File: config.mk
export PLATFORM = sky130hd
export DESIGN_NAME = mem_port_arbiter
export DESIGN_NICKNAME = d
export VERILOG_FILES = /design/src/rtl/mem_port_arbiter.sv
export SDC_FILE = /design/constraint.sdc
export NUM_CORES = 1
export LEC_CHECK = 0
export CAP_MARGIN = 20
export CORE_MARGIN = 4
export CORE_UTILIZATION = 37
export CTS_CLUSTER_DIAMETER = 80
export DETAILED_ROUTE_END_ITERATION = 10
export GPL_TIMING_DRIVEN = 0
export PLACE_DENSITY = 0.78
export SLEW_MARGIN = 40
export SYNTH_ARGS = -nofsm -noshare
export SYNTH_HDL_FRONTEND = slang
export SYNTH_SLANG_ARGS = --single-unit
export TNS_END_PERCENT = 1
File: constraint.sdc
create_clock -name clk -period 5.7 [get_ports clk]
set_input_delay 1.71 -clock clk [delete_from_list [all_inputs] [get_ports clk]]
set_output_delay 1.71 -clock clk [all_outputs]
set_load 0.02 [all_outputs]
File: src/rtl/mem_port_arbiter.sv
// Arbitrates one variable-latency memory port between instruction fetch and the data stage.
// Optional ack watchdog with sticky timeout_err is built when ARB_TIMEOUT_EN is defined.
module mem_port_arbiter #(
    parameter int unsigned AW           = 32,
    parameter int unsigned DW           = 32,
    parameter int unsigned STARVE_LIMIT = 3,
    parameter int unsigned TIMEOUT      = 64
) (
    input  logic          clk,
    input  logic          rst,
    input  logic          if_req,
    input  logic [AW-1:0] if_addr,
    output logic [DW-1:0] if_rdata,
    output logic          if_valid,
    input  logic          dm_req,
    input  logic          dm_we,
    input  logic [3:0]    dm_mode,
    input  logic [AW-1:0] dm_addr,
    input  logic [DW-1:0] dm_wdata,
    output logic [DW-1:0] dm_rdata,
    output logic          dm_valid,
    output logic          mem_req,
    output logic          mem_we,
    output logic [3:0]    mem_mode,
    output logic [AW-1:0] mem_addr,
    output logic [DW-1:0] mem_wdata,
    input  logic          mem_ack,
    input  logic [DW-1:0] mem_rdata,
`ifdef ARB_TIMEOUT_EN
    output logic          timeout_err,
`endif
    output logic          stallF,
    output logic          stallM
);

    localparam int unsigned CW        = 4;
    localparam logic [3:0]  MODE_WORD = 4'b0010;

    typedef enum logic [1:0] {IDLE, BUSY_I, BUSY_D, RESP} state_t;

    state_t        state, state_next;
    logic [CW-1:0] starve_cnt;
    logic          fetch_forced;
    logic          grant_i, grant_d, done;
    logic          busy;
    logic          timed_out;
    logic [DW-1:0] resp_data;

    assign busy = (state == BUSY_I) || (state == BUSY_D);

`ifdef ARB_TIMEOUT_EN
    localparam int unsigned TW = $clog2(TIMEOUT + 1);
    logic [TW-1:0] to_cnt;

    assign timed_out = busy && !mem_ack && (to_cnt == TW'(TIMEOUT - 1));

    // Watchdog counts BUSY cycles without ack; error flag is sticky until reset
    always_ff @(posedge clk or posedge rst) begin
        if (rst) begin
            to_cnt      <= '0;
            timeout_err <= 1'b0;
        end else begin
            if (busy && !done) to_cnt <= to_cnt + TW'(1);
            else               to_cnt <= '0;
            if (timed_out) timeout_err <= 1'b1;
        end
    end
`else
    assign timed_out = 1'b0;
`endif

    assign resp_data = timed_out ? DW'(32'hDEAD_BEEF) : mem_rdata;

    always_ff @(posedge clk or posedge rst) begin
        if (rst) state <= IDLE;
        else     state <= state_next;
    end

    // Data wins in IDLE unless fetch has waited STARVE_LIMIT data grants
    always_comb begin
        state_next   = state;
        grant_i      = 1'b0;
        grant_d      = 1'b0;
        done         = 1'b0;
        fetch_forced = if_req && (starve_cnt == CW'(STARVE_LIMIT));
        case (state)
            IDLE: begin
                if (dm_req && !fetch_forced) begin
                    grant_d    = 1'b1;
                    state_next = BUSY_D;
                end else if (if_req) begin
                    grant_i    = 1'b1;
                    state_next = BUSY_I;
                end
            end
            BUSY_I, BUSY_D: begin
                if (mem_ack || timed_out) begin
                    done       = 1'b1;
                    state_next = RESP;
                end
            end
            RESP:    state_next = IDLE;
            default: state_next = IDLE;
        endcase
    end

    // Memory-side request registers, response capture and starvation tracking
    always_ff @(posedge clk or posedge rst) begin
        if (rst) begin
            mem_req    <= 1'b0;
            mem_we     <= 1'b0;
            mem_mode   <= 4'b0000;
            mem_addr   <= '0;
            mem_wdata  <= '0;
            if_rdata   <= '0;
            dm_rdata   <= '0;
            if_valid   <= 1'b0;
            dm_valid   <= 1'b0;
            starve_cnt <= '0;
        end else begin
            if_valid <= 1'b0;
            dm_valid <= 1'b0;
            if (grant_d) begin
                mem_req   <= 1'b1;
                mem_we    <= dm_we;
                mem_mode  <= dm_mode;
                mem_addr  <= dm_addr;
                mem_wdata <= dm_wdata;
            end else if (grant_i) begin
                mem_req   <= 1'b1;
                mem_we    <= 1'b0;
                mem_mode  <= MODE_WORD;
                mem_addr  <= if_addr;
                mem_wdata <= '0;
            end
            if (done) begin
                mem_req <= 1'b0;
                if (state == BUSY_I) begin
                    if_rdata <= resp_data;
                    if_valid <= 1'b1;
                end else begin
                    dm_rdata <= resp_data;
                    dm_valid <= 1'b1;
                end
            end
            if (grant_i || (state == IDLE && !if_req))
                starve_cnt <= '0;
            else if (grant_d && if_req && (starve_cnt != '1))
                starve_cnt <= starve_cnt + CW'(1);
        end
    end

    assign stallF = if_req & ~if_valid;
    assign stallM = dm_req & ~dm_valid;

endmodule

==> summary.txt, run 1 <==
Global route
  • GRT Util Overall: 0.194
  • Vias in the first global route: 5,105
  • Initial antenna violation count: 0
  • Grt ovf: 0
  • Largest net degree at the start of global routing: 50
  • First-pass GRT wire length: 27,200 um

Timing
  • Clock skew: 0.00580 ns
  • Normalized max-slew margin: 0.647
  • Slew Limit Fails: 0
  • Worst setup margin: 1.26 ns
  • Tcrit/Tclk final: 0.779
  • Final hold violation count: 0
  • Least-Margin Pin Slew: 0.529 ns
  • RSZ-0062 raised after global routing: no
  • Final Setup Violations: 0
  • Crit path time final: 4.44 ns
  • Max Fclk: 0.225 GHz

CTS
  • CTS tree: yes
  • Setup Fix Bufs, Post-CTS: 0
  • Root buf cell: clkbuf_16
  • TritonCTS Buffers: 17
  • CTS clk-pin slew, worst paths: 0.06 ns
  • Worst skew pair latency: 0.40 ns
  • Post-CTS sizing: 0
  • Clk sink count: 142
  • Longest Clk Path Bufs: 2
  • H-Tree Depth: 4
  • CTS Hold Bufs: 0

Logic synthesis
  • Ys async rst share: 1.00
  • Seq/Total Area, Yosys: 0.624
  • Count leader, synth: dfrtp_1
  • Yosys top cell by area: dfrtp_1
  • Post-synth EDFFs: 0
  • Share of the synthesized area in the top cell type: 0.624
  • Synthesized cell area: 0.00569 mm2
  • Post-Synthesis Cells: 389
  • Syn_nets: 531
  • Ys flop type: dfrtp_1
  • Most frequent cells after synthesis: 142 x dfrtp_1, 64 x mux2_2, 37 x a22o_1, 34 x nand2b_1, 30 x o221a_1
  • Top post-synthesis cells by area: dfrtp_1 62%, mux2_2 13%, o221a_1 5.9%
  • Synth cell types: 39
  • Yosys warns: 0
  • Syn_area_per_cell: 14.6 um2
  • #FFs+latches synth: 142

Placed design
  • Placer Congestion: 0.808
  • Pre-CTS setup slack: 1.26 ns
  • Dpl hpwl: 12,800 um
  • IO Port Bufs: 273
  • Placed cells: 852

Worst setup path
  • R2R depth: 5
  • Flop-to-flop setup slack: 3.79 ns
  • WP data arrival: 2.73 ns
  • WP data required: 3.99 ns
  • Reg2reg end: dm_rdata[3]
  • Setup crit end kind: output port
  • CP Launch Type: input port
  • R2r startpoint: state[0]
  • Maximum fanout along the worst path: 10
  • Kind of critical path: input port to output port
  • CP startpoint: dm_req

Cells and area
  • Area growth, synth to finish: 64.5%
  • Nets@finish: 825
  • Layout cells sized above 1: 0.184
  • ANT cells: 0
  • Finished Layout Cells: 883

Route
  • Drc violations: 0
  • Vias per inst: 5.10
  • DRT Pass-1 Iters: 4
  • Vias: 4,502
  • Post-Route WL: 17,000 um
  • WL/cell: 19.2 um
  • 1st-iter DRT viols: 156
  • Final ANT Viol Nets: 0

Die
  • Core area: 0.0151 mm2
  • Initial Util: 0.376
  • Top-Level Pins: 276
  • Width of the die: 132 um
  • Die H: 132 um
  • Row count: 45
  • Die ar.: 0.0174 mm2

Pwr
  • Tot Pwr: 5810 uW
  • Leak pwr: 0.00394 uW
  • Worst IR drop on VDD: 0.000322 V
  • Power per cell area: 621 mW/mm2

Job
  • Max cap viols: 0

Run status
  • Status: complete, no violations

Min path
  • Hold Path End: if_rdata[9]
  • HP Class: register to register
  • Hold Path Depth: 1
  • Worst Hold Launch: if_rdata[9]
[per-stage QoR]
stage	util	TNS, ns	hold slack, ns	area [um2]
6_report	0.618	0	0.503	9360
5_1_grt	0.618	0	0.514	9360
4_1_cts	0.618	0	0.506	9360
3_3_place_gp	0.572	-213.07	0.487	8660
2_1_floorplan	-	0	0.501	5690
3_5_place_dp	0.576	0	0.490	8720
[sequential cells by signal (all words and copies together), names as in the netlist]
| name | cells |
|---|---|
| dm_rdata | 32 |
| if_rdata | 32 |
| mem_addr | 32 |
| mem_wdata | 32 |
| mem_mode | 4 |
| starve_cnt | 4 |
| state | 2 |
| dm_valid | 1 |
| if_valid | 1 |
| mem_req | 1 |
| mem_we | 1 |
[routing by layer]
| layer | track usage | share of wire | vias up |
|---|---|---|---|
| li1 | - | - | 2034 |
| met1 | 0.220 | 0.39 | 2258 |
| met2 | 0.339 | 0.51 | 187 |
| met3 | 0.0698 | 0.087 | 23 |
| met4 | 0.0665 | 0.017 | 0 |
| met5 | 0 | 0 | - |
[power breakdown]
part | leakage (uW) | internal [uW] | total, uW | switching (uW)
registers | 0.00172 | 1500 | 1750 | 251
clock network | 0.000315 | 777 | 1200 | 420
logic | 0.00191 | 1500 | 2870 | 1370
total | 0.00394 | 3770 | 5810 | 2040
[worst max-delay path: stages]
cell and delay, ns:
buf_2 0.21, nor2b_1 0.16, clkdlybuf4s50_1 0.65
[how the worst max path moves through the flow]
stage / slack (ns) / endpoint / cells past startpoint
finish: 1.26 / stallM / 3
floorplan: 0.18 / dm_rdata[0] / 1
global placement: -1.51 / dm_rdata[7] / 2
global route: 1.22 / stallM / 3
CTS: 1.26 / stallF / 3
detailed placement: 1.26 / stallM / 3
[cell usage in the layout, fill, tap and decap left out, types with 2 or more instances in the layout]
cell type	n
clkbuf_16	17
bufinv_16	4
o21a_1	2
nor2b_1	3
nand2b_1	34
nor2_1	3
o21ai_0	3
clkinv_4	2
a22o_1	37
ha_1	4
a21oi_1	2
nand2_1	5
clkbuf_8	4
clkdlybuf4s50_1	273
mux2_2	64
buf_16	2
buf_6	3
dfrtp_1	142
nand3_1	3
clkbuf_1	3
o221a_2	2
buf_2	20
clkinv_2	3
o221a_1	30
inv_1	7
[cells by family after synthesis]
kind of cell / count (synthesis) / synth area share
and+or+nand+nor: 57 / 0.0622
adders and majority gates: 4 / 0.00880
DFF: 142 / 0.624
muxes: 64 / 0.127
buffers and inverters: 34 / 0.0308
AOI/OAI and AO/OA: 88 / 0.147
[cell type report]
| type | count | area (um2) |
|---|---|---|
| fillers | 1165 | 5780 |
| multi-input cells | 213 | 1960 |
| clock inverters | 10 | 160 |
| inverters | 8 | 37.5 |
| clock buffers | 21 | 480 |
| repair buffers | 275 | 2790 |
| well taps | 188 | 235 |
| plain buffers | 26 | 145 |
| flip-flops and latches | 142 | 3550 |
Power figures use the tool's default switching activity.
==> run 2: changes to the inputs <==
--- a/config.mk
+++ b/config.mk
@@ -7,11 +7,11 @@
 export LEC_CHECK = 0
 export CAP_MARGIN = 20
 export CORE_MARGIN = 4
-export CORE_UTILIZATION = 37
+export CORE_UTILIZATION = 41
 export CTS_CLUSTER_DIAMETER = 80
 export DETAILED_ROUTE_END_ITERATION = 10
 export GPL_TIMING_DRIVEN = 0
-export PLACE_DENSITY = 0.78
+export PLACE_DENSITY = 0.82
 export SLEW_MARGIN = 40
 export SYNTH_ARGS = -nofsm -noshare
 export SYNTH_HDL_FRONTEND = slang
==> constraint.sdc (replaced) <==
create_clock -name clk -period 4.4 [get_ports clk]
set_input_delay 1.32 -clock clk [delete_from_list [all_inputs] [get_ports clk]]
set_output_delay 1.32 -clock clk [all_outputs]
set_load 0.02 [all_outputs]
==> run 2 against run 1 <==
Effect of this change:
- combinational power is 30% higher
- non-clock buffer count is 4 higher
- hold slack worse by 0.0016 ns
- setup slack worse by 0.47 ns
- total power is 29% higher
- clock skew is 0.0054 ns higher
- sequential share of layout area is 0.17 points lower
- critical endpoint unchanged
- largest power group unchanged
==> summary.txt, run 2 (synthesis results as in run 1) <==
Run status
  • Status: complete, no violations

Timing
  • Tcrit/Tclk final: 0.822
  • Crit path time final: 3.62 ns
  • Normalized max-slew margin: 0.667 (+0.0197)
  • Slew Limit Fails: 0 (unchanged)
  • Final hold violation count: 0 (unchanged)
  • Worst setup margin: 0.785 ns (-0.473 ns)
  • Final Setup Violations: 0 (unchanged)
  • Final setup TNS: 0 ns (unchanged)
  • RSZ-0062 raised after global routing: no
  • Max Fclk: 0.277 GHz
  • Least-Margin Pin Slew: 0.499 ns (-0.0295 ns)
  • Clock skew: 0.0112 ns (+0.00539 ns)

Route
  • DRT Pass-1 Iters: 4 (unchanged)
  • Drc violations: 0 (unchanged)
  • Final ANT Viol Nets: 0 (unchanged)
  • Vias: 4,503 (+0.022%)
  • Post-Route WL: 16,900 um (-0.19%)
  • Vias per inst: 5.15 (+1.1%)
  • WL/cell: 19.4 um (+0.83%)
  • 1st-iter DRT viols: 174 (+12%)

Global route
  • Grt ovf: 0 (unchanged)
  • Vias in the first global route: 5,046 (-1.2%)
  • Largest net degree at the start of global routing: 28 (-44%)
  • First-pass GRT wire length: 27,500 um (+1.1%)
  • Initial antenna violation count: 0 (unchanged)
  • GRT Util Overall: 0.217 (+0.0227)

Cells and area
  • Fillers: 932 (-20%)
  • Finished Layout Cells: 874 (-1.0%)
  • Nets@finish: 829 (+0.48%)
  • ANT cells: 0 (unchanged)
  • Most frequent cells in the layout: 273 x clkdlybuf4s50_1, 142 x dfrtp_1, 64 x mux2_2, 37 x a22o_1, 34 x nand2b_1
  • Layout cells sized above 1: 0.188 (+0.00351)
  • Fin area: 0.00940 mm2 (+0.44%)
  • Most common cell after layout, fill and taps aside: clkdlybuf4s50_1
  • Area growth, synth to finish: 65.2%

Worst setup path
  • Slowest-stage cell, CP: clkdlybuf4s50_1
  • R2R depth: 5 (unchanged)
  • R2r startpoint: state[0]
  • Reg2reg end: dm_rdata[27]
  • Kind of critical path: input port to output port
  • CP startpoint: dm_req
  • CP Launch Type: input port
  • Maximum fanout along the worst path: 10 (unchanged)
  • Worst path max stage delay: 0.61 ns (-0.04 ns)
  • Critical-path cell list: buf_2, nor2b_1, clkdlybuf4s50_1
  • Crit path to: stallM
  • Setup crit end kind: output port
  • Flop-to-flop setup slack: 2.44 ns (-1.35 ns)
  • WP data arrival: 2.30 ns (-0.43 ns)
  • WP data required: 3.08 ns (-0.91 ns)

Pwr
  • Net Sw Frac: 0.354 (+0.00343)
  • Leak pwr: 0.00395 uW (+0.31%)
  • Cell-internal power: 4830 uW (+28%)
  • Worst IR drop on VDD: 0.000450 V (+40%)
  • Sequential share of power: 0.303 (+0.002)
  • Clock Power Share: 0.199 (-0.007)
  • Combinational power share: 0.498 (+0.004)
  • Switching power: 2650 uW (+30%)
  • Power per cell area: 796 mW/mm2 (+28%)

CTS
  • Clk sink count: 142 (unchanged)
  • H-Tree Depth: 4 (unchanged)
  • Root buf cell: clkbuf_16
  • Worst skew pair latency: 0.41 ns (about the same)
  • CTS clk-pin slew, worst paths: 0.05 ns (about the same)
  • CTS tree: yes
  • Setup Fix Bufs, Post-CTS: 0 (unchanged)
  • Longest Clk Path Bufs: 2 (unchanged)
  • Post-CTS sizing: 0 (unchanged)
  • CTS Hold Bufs: 0 (unchanged)
  • TritonCTS Buffers: 17 (unchanged)

Die
  • Width of the die: 126 um (-4.7%)
  • Core area: 0.0134 mm2 (-12%)
  • Die H: 126 um (-4.7%)
  • Top-Level Pins: 276 (unchanged)
  • Initial Util: 0.425 (+0.0489)
  • Die ar.: 0.0158 mm2 (-9.2%)
  • Row count: 42 (-6.7%)

Placed design
  • IO Port Bufs: 273 (unchanged)
  • Placer Congestion: 0.809 (about the same)
  • Placed cells: 844 (-0.94%)
  • Pre-CTS setup slack: 0.787 ns (-0.473 ns)
  • Placed Area: 0.00879 mm2 (+0.79%)
  • Dpl hpwl: 12,800 um (about the same)

Job
  • Max cap viols: 0 (unchanged)

Min path
  • HP Class: register to register
-- run 2: per-stage QoR --
stage	hold WS [ns]	util	total power, uW
5_1_grt	0.509	0.702	7890
2_1_floorplan	0.501	-	4260
3_3_place_gp	0.486	0.645	5880
6_report	0.501	0.702	7480
4_1_cts	0.505	0.702	7550
3_5_place_dp	0.490	0.656	6010
-- run 2: routing by layer --
| layer | GRT usage | vias up | wire length (um) |
|---|---|---|---|
| met5 | 0 | - | 0 |
| met3 | 0.0961 | 14 | 1650 |
| met1 | 0.235 | 2257 | 6320 |
| met2 | 0.388 | 187 | 8790 |
| met4 | 0.0574 | 0 | 173 |
| li1 | - | 2045 | - |
-- run 2: how the worst min path moves through the flow --
stage                        startpoint            end  slack, ns  cells after the start
after floorplan                state[0]       state[0]       0.50                      2
after global placement           mem_we         mem_we       0.49                      1
after detailed placement  mem_wdata[31]  mem_wdata[31]       0.49                      1
after CTS                  dm_rdata[17]   dm_rdata[17]       0.50                      1
after global routing       dm_rdata[17]   dm_rdata[17]       0.51                      1
final                      dm_rdata[17]   dm_rdata[17]       0.50                      1
-- run 2: cell type report --
type                            count  area [um2]  share of cell area
Timing Repair Buffer              279        2880               0.306
Clock buffer                       17         425              0.0452
Tap cell                          176         220              0.0234
Multi-Input combinational cell    213        1960               0.209
Buffer                             26         145              0.0154
Sequential cell                   142        3550               0.378
Clock inverter                     13         188              0.0200
Inverter                            8        33.8             0.00359
-- run 2: power by group through the flow --
stage                     combinational [uW]  sequential [uW]  clock, uW
after floorplan                         1270             2990          0
after global placement                  3650             2230          0
after detailed placement                3740             2280          0
after CTS                               3770             2270       1520
after global routing                    3960             2350       1580
final                                   3720             2270       1490
-- run 2: worst max-delay path: cells and delay by family --
family | cells | cell delay (ns)
AND/OR/NAND/NOR | 1 | 0.15
buffers and inverters | 2 | 0.82
==> run 3: changes to the inputs <==
==> constraint.sdc (replaced) <==
create_clock -name clk -period 3.4 [get_ports clk]
set_input_delay 1.02 -clock clk [delete_from_list [all_inputs] [get_ports clk]]
set_output_delay 1.02 -clock clk [all_outputs]
set_load 0.02 [all_outputs]
==> results of run 3 <==
The final DEF is identical to that of run 2. Status: complete, no violations.
Among the figures that moved: setup slack after placement 0.787 ns -> 0.387 ns; setup slack after layout 0.785 ns -> 0.385 ns; register-to-register setup slack 2.44 ns -> 1.44 ns; total power 7480 uW -> 9690 uW; worst IR drop on VDD 0.000450 V -> 0.000583 V
